File: src/rtl/instr_fetch_unit_pkg.sv
// Shared types and sizing helpers for the instruction fetch unit.
package fetch_pkg;

    typedef enum logic [2:0] {
        S_IDLE  = 3'd0,
        S_ISSUE = 3'd1,
        S_WAIT  = 3'd2,
        S_DONE  = 3'd3,
        S_ERR   = 3'd4
    } fetch_state_t;

    function automatic int unsigned fetch_bytes(input int unsigned instr_w,
                                                input int unsigned data_w);
        return instr_w / data_w;
    endfunction

    // Index registers need at least one bit even for single-word instructions.
    function automatic int unsigned idx_bits(input int unsigned bytes);
        return (bytes > 1) ? $clog2(bytes) : 1;
    endfunction

    localparam int unsigned BYTES = fetch_bytes(32, 8);
    localparam int unsigned IDX_W = idx_bits(BYTES);
    localparam int unsigned CNT_W = $clog2(2 + 1);

endpackage

File: src/rtl/instr_fetch_unit_latency_counter.sv
// Wait-phase counter for the fetch unit: clears on issue, counts during wait,
// flags the cycle in which RAM read data is valid.
module fetch_latency_counter #(
    parameter int unsigned LATENCY = 2,
    parameter int unsigned CNT_W   = 2
) (
    input  logic clk,
    input  logic rst,
    input  logic clr,
    input  logic en,
    output logic tc
);

    logic [CNT_W-1:0] cnt;

    always_ff @(posedge clk or posedge rst) begin
        if (rst) begin
            cnt <= '0;
        end else if (clr) begin
            cnt <= '0;
        end else if (en) begin
            cnt <= cnt + 1'b1;
        end
    end

    assign tc = (cnt == CNT_W'(LATENCY - 1));

endmodule

File: src/rtl/instr_fetch_unit.sv
// Multi-cycle instruction fetcher: packs INSTR_W/DATA_W sequential RAM reads little-endian.
// Optional macro FETCH_ALIGN_CHECK_EN rejects pc_in not aligned to the instruction size.
module instr_fetch_unit
    import fetch_pkg::*;
#(
    parameter int unsigned ADDR_W      = 16,
    parameter int unsigned DATA_W      = 8,
    parameter int unsigned INSTR_W     = 32,
    parameter int unsigned PC_W        = 32,
    parameter int unsigned RAM_LATENCY = 2
) (
    input  logic               clk,
    input  logic               rst,
    input  logic               start,
    input  logic               flush,
    input  logic [PC_W-1:0]    pc_in,
    output logic               busy,
    output logic               instr_valid,
    output logic [INSTR_W-1:0] instr,
    output logic               fetch_err,
    output logic               mem_rden,
    output logic               mem_wren,
    output logic [ADDR_W-1:0]  mem_addr,
    input  logic [DATA_W-1:0]  mem_q
);

    localparam int unsigned NBYTES   = fetch_bytes(INSTR_W, DATA_W);
    localparam int unsigned IDX_BITS = idx_bits(NBYTES);
    localparam int unsigned CNT_BITS = $clog2(RAM_LATENCY + 1);

    fetch_state_t        state;
    logic [ADDR_W-1:0]   base;
    logic [IDX_BITS-1:0] idx;
    logic [IDX_BITS-1:0] next_idx;
    logic                last_byte;
    logic                data_ready;
    logic                reject;

    assign mem_wren  = 1'b0;
    assign next_idx  = idx + 1'b1;
    assign last_byte = (idx == IDX_BITS'(NBYTES - 1));

    always_comb begin
        reject = |(pc_in >> ADDR_W);
`ifdef FETCH_ALIGN_CHECK_EN
        reject = reject | (|(pc_in & PC_W'(NBYTES - 1)));
`endif
    end

    fetch_latency_counter #(
        .LATENCY (RAM_LATENCY),
        .CNT_W   (CNT_BITS)
    ) u_lat_cnt (
        .clk (clk),
        .rst (rst),
        .clr (state == S_ISSUE),
        .en  (state == S_WAIT),
        .tc  (data_ready)
    );

    // Outputs are registered on the transition into the state that owns them,
    // so mem_rden/mem_addr are valid throughout ISSUE and the pulses line up with DONE/ERR.
    always_ff @(posedge clk or posedge rst) begin
        if (rst) begin
            state       <= S_IDLE;
            busy        <= 1'b0;
            instr_valid <= 1'b0;
            fetch_err   <= 1'b0;
            mem_rden    <= 1'b0;
            mem_addr    <= '0;
            instr       <= '0;
            base        <= '0;
            idx         <= '0;
        end else begin
            instr_valid <= 1'b0;
            fetch_err   <= 1'b0;
            mem_rden    <= 1'b0;
            case (state)
                S_IDLE: begin
                    if (start && !flush) begin
                        busy <= 1'b1;
                        if (reject) begin
                            state     <= S_ERR;
                            fetch_err <= 1'b1;
                        end else begin
                            state    <= S_ISSUE;
                            base     <= pc_in[ADDR_W-1:0];
                            idx      <= '0;
                            mem_rden <= 1'b1;
                            mem_addr <= pc_in[ADDR_W-1:0];
                        end
                    end
                end
                S_ISSUE: begin
                    if (flush) begin
                        state <= S_IDLE;
                        busy  <= 1'b0;
                    end else begin
                        state <= S_WAIT;
                    end
                end
                S_WAIT: begin
                    if (flush) begin
                        state <= S_IDLE;
                        busy  <= 1'b0;
                    end else if (data_ready) begin
                        instr[int'(idx)*DATA_W +: DATA_W] <= mem_q;
                        if (last_byte) begin
                            state       <= S_DONE;
                            instr_valid <= 1'b1;
                        end else begin
                            state    <= S_ISSUE;
                            idx      <= next_idx;
                            mem_rden <= 1'b1;
                            mem_addr <= base + ADDR_W'(next_idx);
                        end
                    end
                end
                S_DONE: begin
                    state <= S_IDLE;
                    busy  <= 1'b0;
                end
                S_ERR: begin
                    state <= S_IDLE;
                    busy  <= 1'b0;
                end
                default: begin
                    state <= S_IDLE;
                    busy  <= 1'b0;
                end
            endcase
        end
    end

endmodule

File: config.mk
export PLATFORM = sky130hd
export DESIGN_NAME = instr_fetch_unit
export DESIGN_NICKNAME = d
export VERILOG_FILES = /design/src/rtl/instr_fetch_unit_pkg.sv /design/src/rtl/instr_fetch_unit_latency_counter.sv /design/src/rtl/instr_fetch_unit.sv
export SDC_FILE = /design/constraint.sdc
export NUM_CORES = 1
export LEC_CHECK = 0
export CAP_MARGIN = 20
export CORE_ASPECT_RATIO = 0.75
export CORE_UTILIZATION = 35
export CTS_CLUSTER_DIAMETER = 80
export DETAILED_ROUTE_END_ITERATION = 6
export HOLD_SLACK_MARGIN = 0.05
export PLACE_DENSITY = 0.62
export SYNTH_ARGS = -nofsm -noshare
export SYNTH_HDL_FRONTEND = slang
export SYNTH_SLANG_ARGS = --single-unit
File: constraint.sdc
create_clock -name clk -period 2.1 [get_ports clk]
set_input_delay 0.315 -clock clk [delete_from_list [all_inputs] [get_ports clk]]
set_output_delay 0.315 -clock clk [all_outputs]
set_load 0.1 [all_outputs]
* Word-level counts from Yosys, hierarchy flattened
Cells that the tools add are included.
Cells by class: shift operators 2, bitwise operators 2, multiplexer cells 38, equal/unequal tests 11, reduce and logical (&&, ||, !) cells 12, add/subtract/negate cells 4
Operator list (number):
- 16-bit two-way mux | 5
- 5-bit negation with 34-bit output | 1
- 8-bit by 34-bit variable shift with 32-bit output (first input constant) | 1
- 8-bit by 34-bit indexed part select with 32-bit output | 1
- 32-bit bitwise mux | 1
- 16-bit one-hot mux with 2 select lines | 1
- 2-bit two-way mux | 9
- 16-bit by 2-bit adder with 16-bit output | 1
- 16-bit OR reduction | 1
- 1-bit two-way mux | 14
- 3-bit two-way mux | 4
- 2-bit != test (second input constant) | 5
- 3-bit one-hot mux with 3 select lines | 1
- 3-bit AND reduction | 2
- 6-bit AND reduction | 1
- 2-bit by 1-bit adder with 2-bit output (second input constant) | 2
- 1-bit one-hot mux with 2 select lines | 2
- 2-bit one-hot mux with 2 select lines | 1
- 2-bit AND reduction | 2
- 2-bit nonzero test | 2
- 3-bit by 1-bit equality test with 1-bit output (second input constant) | 1
- 3-bit by 2-bit equality test with 1-bit output (second input constant) | 1
- 3-bit logical NOT | 1
- 3-bit != test (second input constant) | 1
- other kinds (7) | 8
Word-level totals: bits in registers 75, output and inout bits 53, bits of input ports 44

* Longest topological paths before layout
depth in word-level cells 6, mapped depth 8, gate-level depth less buffers 8

* By module
From an unflattened synthesis, not the netlist that was laid out.
Unflattened totals: cell total of the unflattened synthesis 364, area total of the unflattened synthesis 3585.9 sq um
Modules (own cells, without submodules):
- instr_fetch_unit | times used 1, cells an instance 355, area an instance 3492.1 sq um
- fetch_latency_counter | times used 1, cells an instance 9, area an instance 93.8 sq um

* Worst setup path before layout
No wires, ideal clock.
path type flip-flop to flip-flop, start point register idx[0], end point register mem_addr[11], data arrival time 2.144 ns, cell stages (with the launch flop) 9, path slack -0.172 ns, clock period less this slack 2.272 ns, cell sequence dfrtp_1 -> inv_1 -> ha_1 -> ha_1 -> a21oi_1 -> nor4_1 -> xnor2_1 -> a21oi_1 -> mux2_1
On the way: longest elaborated chain between the ends 6
RTL lines:
- start: declaration | RTL line instr_fetch_unit.sv:33 | logic [IDX_BITS-1:0] idx;
- start signal: assignment | RTL line instr_fetch_unit.sv:113 | idx <= next_idx;
- 2-bit by 1-bit adder with 2-bit output | RTL line instr_fetch_unit.sv:40 | assign next_idx = idx + 1'b1;
- 16-bit by 2-bit adder with 16-bit output | RTL line instr_fetch_unit.sv:115 | mem_addr <= base + ADDR_W'(next_idx);
- 16-bit two-way mux | RTL line instr_fetch_unit.sv:108 | if (last_byte) begin
- 16-bit two-way mux | RTL line instr_fetch_unit.sv:106 | end else if (data_ready) begin
- 16-bit two-way mux | RTL line instr_fetch_unit.sv:103 | if (flush) begin
- 16-bit one-hot mux with 2 select lines | RTL line instr_fetch_unit.sv:78 | case (state)
- end signal: assignment | RTL line instr_fetch_unit.sv:90 | mem_addr <= pc_in[ADDR_W-1:0];
- end signal: assignment | RTL line instr_fetch_unit.sv:115
- end: declaration | RTL line instr_fetch_unit.sv:23 | output logic [ADDR_W-1:0] mem_addr,
Parallel ways exist; a longest one is shown, timed or not. The select of a mux whose other input is x is not followed. A chain may end at the register's enable or synchronous reset.

* Worst setup path in the final report
Same ends and word-level chain as after synthesis.

==> impl_metrics.toml <==
[grt]
grt_max_degree = 76
grt_antenna_before_repair = 0
overflow = 0
use_met3_pct = 4.90
busiest_layer = "met2"
use_met2_pct = 23.9
grtUsageMet1_pct = 23.0
grt_usage_pct = 16.4
grt_pass1_vias = 2779
grt_pass1_wl_um = 13900

[power]
vdd_drop_max_mv = 0.432
p_int_mw = 2.50
p_per_area_nw_per_um2 = 619
finalPower_mw = 3.21
p_switching_mw = 0.705
pwr-share-seq_pct = 45.6
comb_power_share_pct = 7.1
switching_share_pct = 22.0
clockPowerShare_pct = 47.3
leakage_nw = 2.33

[finish]
synthToLayoutAreaGrowth_pct = 38.9
diodes = 0
fill_cells = 974
nNetsFinal = 524
drive_above_1_share_pct = 27.3

[timing]
skew_ns = 0.00717
setup_viol = 0
grt_setup_unrepaired = "yes"
drv_slew = 0
timing.final.hold_violations = 0
hold_ws_ns = 0.426
fmax_mhz = 485
post-route-period-util_pct = 98.2
period_minus_slack_ns = 2.06

[job]
drv_cap = 0

[run_status]
status = "completed"

[yosys]
syn_area_per_cell_um2 = 10.4
synth_area_leaders = "dfrtp_1 50%, nand2_1 7.7%, o21ai_0 5.2%"
ys_ff_latch = 75
ys_seq_area_share_pct = 50.3
synth_area_um2 = 3730
synth_top_cell_area_share_pct = 50.3
synth_warnings = 0
async_flop_share_pct = 100
synth_ff_type = "dfrtp_1"
netlist-cell-type-count = 43
syn_inst = 357
synth_top_cell_by_area = "dfrtp_1"
synth_edf_count = 0
synthesis.nets = 410

[worst_setup_path]
worstPathRequired_ns = 2.31
cp_cell_sequence = "inv_2 -> ha_4 -> ha_1 -> a21oi_4 -> nor4_1 -> xnor2_1 -> a21oi_1 -> mux2_1"
critPathBufInv = 1
worstPathArrival_ns = 2.27
cpPeakStageDelay_ns = 0.39
criticalPathCategory = "flip-flop to flip-flop"
end_kind = "flip-flop"
worstSetupStartpointType = "flip-flop"
crit_fanout = 6
critical_path.top_delay_family = "adder cells"
crit_path_top_delay_cell = "dfrtp_1"

[clock_network]
cts_root_buffer = "clkbuf_16"
cts_inserted_buffers = 9
insertion_delay_ns = 0.34
numClockSinks = 75
clk_path_buf_depth = 2
path_clk_slew_ns = 0.06
cts_setup_buffers = 0
cts_tree = "done"
htree_num_levels = 3

[floorplanning]
io_pins = 97
die-height_um = 91.4
die_w_um = 121
fp-row-count = 32
start_util_pct = 36.1
die-area_um2 = 11100
fp.coreArea_um2 = 10300

[place]
numPortBuffers = 95
place.gp.congestion = 0.823
dp_hpwl_um = 6130

[routing]
drt_wl_total_um = 8400
routed_via_density = 4.77
dr.pass1.iters = 4
antenna_left = 0
drt_iter0_drc = 115
drcViolationCount = 0
num_vias = 2917
wl_per_cell_um = 13.7

[hold_path]
hp-class = "input pin to async pin"
-- cell type report --
| cell class | instances | area, um^2 | share of cell area (%) |
|---|---|---|---|
| Sequential cell | 75 | 1880 | 36.2 |
| Clock buffer | 11 | 243 | 4.68 |
| Clock inverter | 5 | 52.6 | 1.01 |
| Multi-Input combinational cell | 260 | 1780 | 34.4 |
| Tap cell | 136 | 170 | 3.28 |
| Inverter | 8 | 33.8 | 0.652 |
| Timing Repair Buffer | 117 | 1020 | 19.8 |
-- cell families (layout without fill, tap and decap cells) --
logic type / count (synthesis) / in the layout / synth area share, %
compound gates: 62 / 62 / 9.06
xor+xnor: 14 / 14 / 3.29
fa+ha+maj: 9 / 9 / 3.22
buf+inv: 22 / 141 / 3.76
flops: 75 / 75 / 50.3
mux: 32 / 32 / 10.3
other cells: 1 / 1 / 0.101
simple gates: 142 / 142 / 19.9
-- cells in the mapped netlist, types with 2 or more instances --
cell and count:
nand3_1 7, nand2b_1 2, xor2_1 2, nand2_1 77, nor3b_1 4, nand4_1 3, nor2b_1 4, buf_6 3
mux2_2 8, mux2_1 12, mux2i_1 4, nor3_1 5, nor4_1 3, o21ai_0 39, nor4_4 4, inv_1 8
mux2_4 8, buf_4 3, dfrtp_1 75, xnor2_1 12, nor4_2 2, buf_2 5, ha_1 8, a21oi_1 17
nor2_1 24
-- routing by layer --
layer / up-vias / part of all wire [%]
li1: 1442 / -
met1: 1372 / 49
met2: 91 / 44
met3: 12 / 6.4
met4: 0 / 1.4
met5: - / 0
-- stage by stage --
stage	setup TNS [ns]	setup WS (ns)	cell area, um^2	utilization (%)	std cells
final	0	0.0375	5180	50.2	612
after global routing	-0.255	-0.0686	5180	50.2	612
after CTS	0	0.00258	5140	49.7	612
after detailed placement	-0.365	-0.0337	4840	46.8	596
after global placement	-0.00109	-0.00109	4840	46.8	596
after floorplan	0	0.0248	3750	-	357
-- placed cells by master, fill, tap and decap left out, drive strengths merged --
| cell | instances |
|---|---|
| a21o | 1 |
| a21oi | 17 |
| a22oi | 1 |
| and2 | 1 |
| and4 | 1 |
| buf | 74 |
| bufinv | 1 |
| clkbuf | 11 |
| clkdlybuf4s50 | 43 |
| clkinv | 3 |
| clkinvlp | 2 |
| conb | 1 |
| dfrtp | 75 |
| fa | 1 |
| ha | 8 |
| inv | 7 |
| mux2 | 28 |
| mux2i | 4 |
| nand2 | 78 |
| nand2b | 2 |
| nand3 | 8 |
| nand4 | 4 |
| nor2 | 25 |
| nor2b | 4 |
| nor3 | 5 |
| nor3b | 4 |
| nor4 | 9 |
| nor4b | 1 |
| o21a | 1 |
| o21ai | 40 |
| o22a | 1 |
| o2bb2a | 1 |
| xnor2 | 12 |
| xor2 | 2 |
-- state kept, by name, indices dropped and copies added, names as in the netlist --
register       flops
busy               1
mem_addr          16
u_lat_cnt.cnt      2
fetch_err          1
base              16
mem_rden           1
instr             32
state              3
instr_valid        1
idx                2
-- worst register-to-register path: stages, from the launching register on --
cell and delay [ns]:
dfrtp_1 0.39, inv_2 0.09, ha_4 0.22, ha_1 0.31
a21oi_4 0.09, nor4_1 0.26, xnor2_1 0.17, a21oi_1 0.09
mux2_1 0.31
-- path summary, 6_finish.rpt --
path,cells after the start,start,to,slack (ns)
setup / recovery,8,idx[0]$_DFFE_PP0P_,mem_addr[11]$_DFFE_PP0P_,0.04
hold / removal,3,rst,instr[21]$_DFFE_PP0P_,0.43
setup reg to reg,8,idx[0]$_DFFE_PP0P_,mem_addr[11]$_DFFE_PP0P_,0.04
hold reg to reg,2,instr[5]$_DFFE_PP0P_,instr[5]$_DFFE_PP0P_,0.48
max in group asynchronous,3,rst,mem_addr[13]$_DFFE_PP0P_,1.34
min in group clk,2,instr[5]$_DFFE_PP0P_,instr[5]$_DFFE_PP0P_,0.48
-- what timing repair did --
item	CTS	global route
pin swaps	0	2
gates resized for setup	1	8
hold buffers	0	0
setup endpoints to repair	1	12
-- power groups by stage --
stage	Combinational, mW	Sequential [mW]	Clock, mW
finish	0.229	1.46	1.52
global route	0.250	1.46	1.62
CTS	0.234	1.46	1.57
detailed placement	0.233	1.49	0
global placement	0.229	1.49	0
floorplan	0.0789	1.51	0
Note: power is estimated with default switching activity, not from simulation.
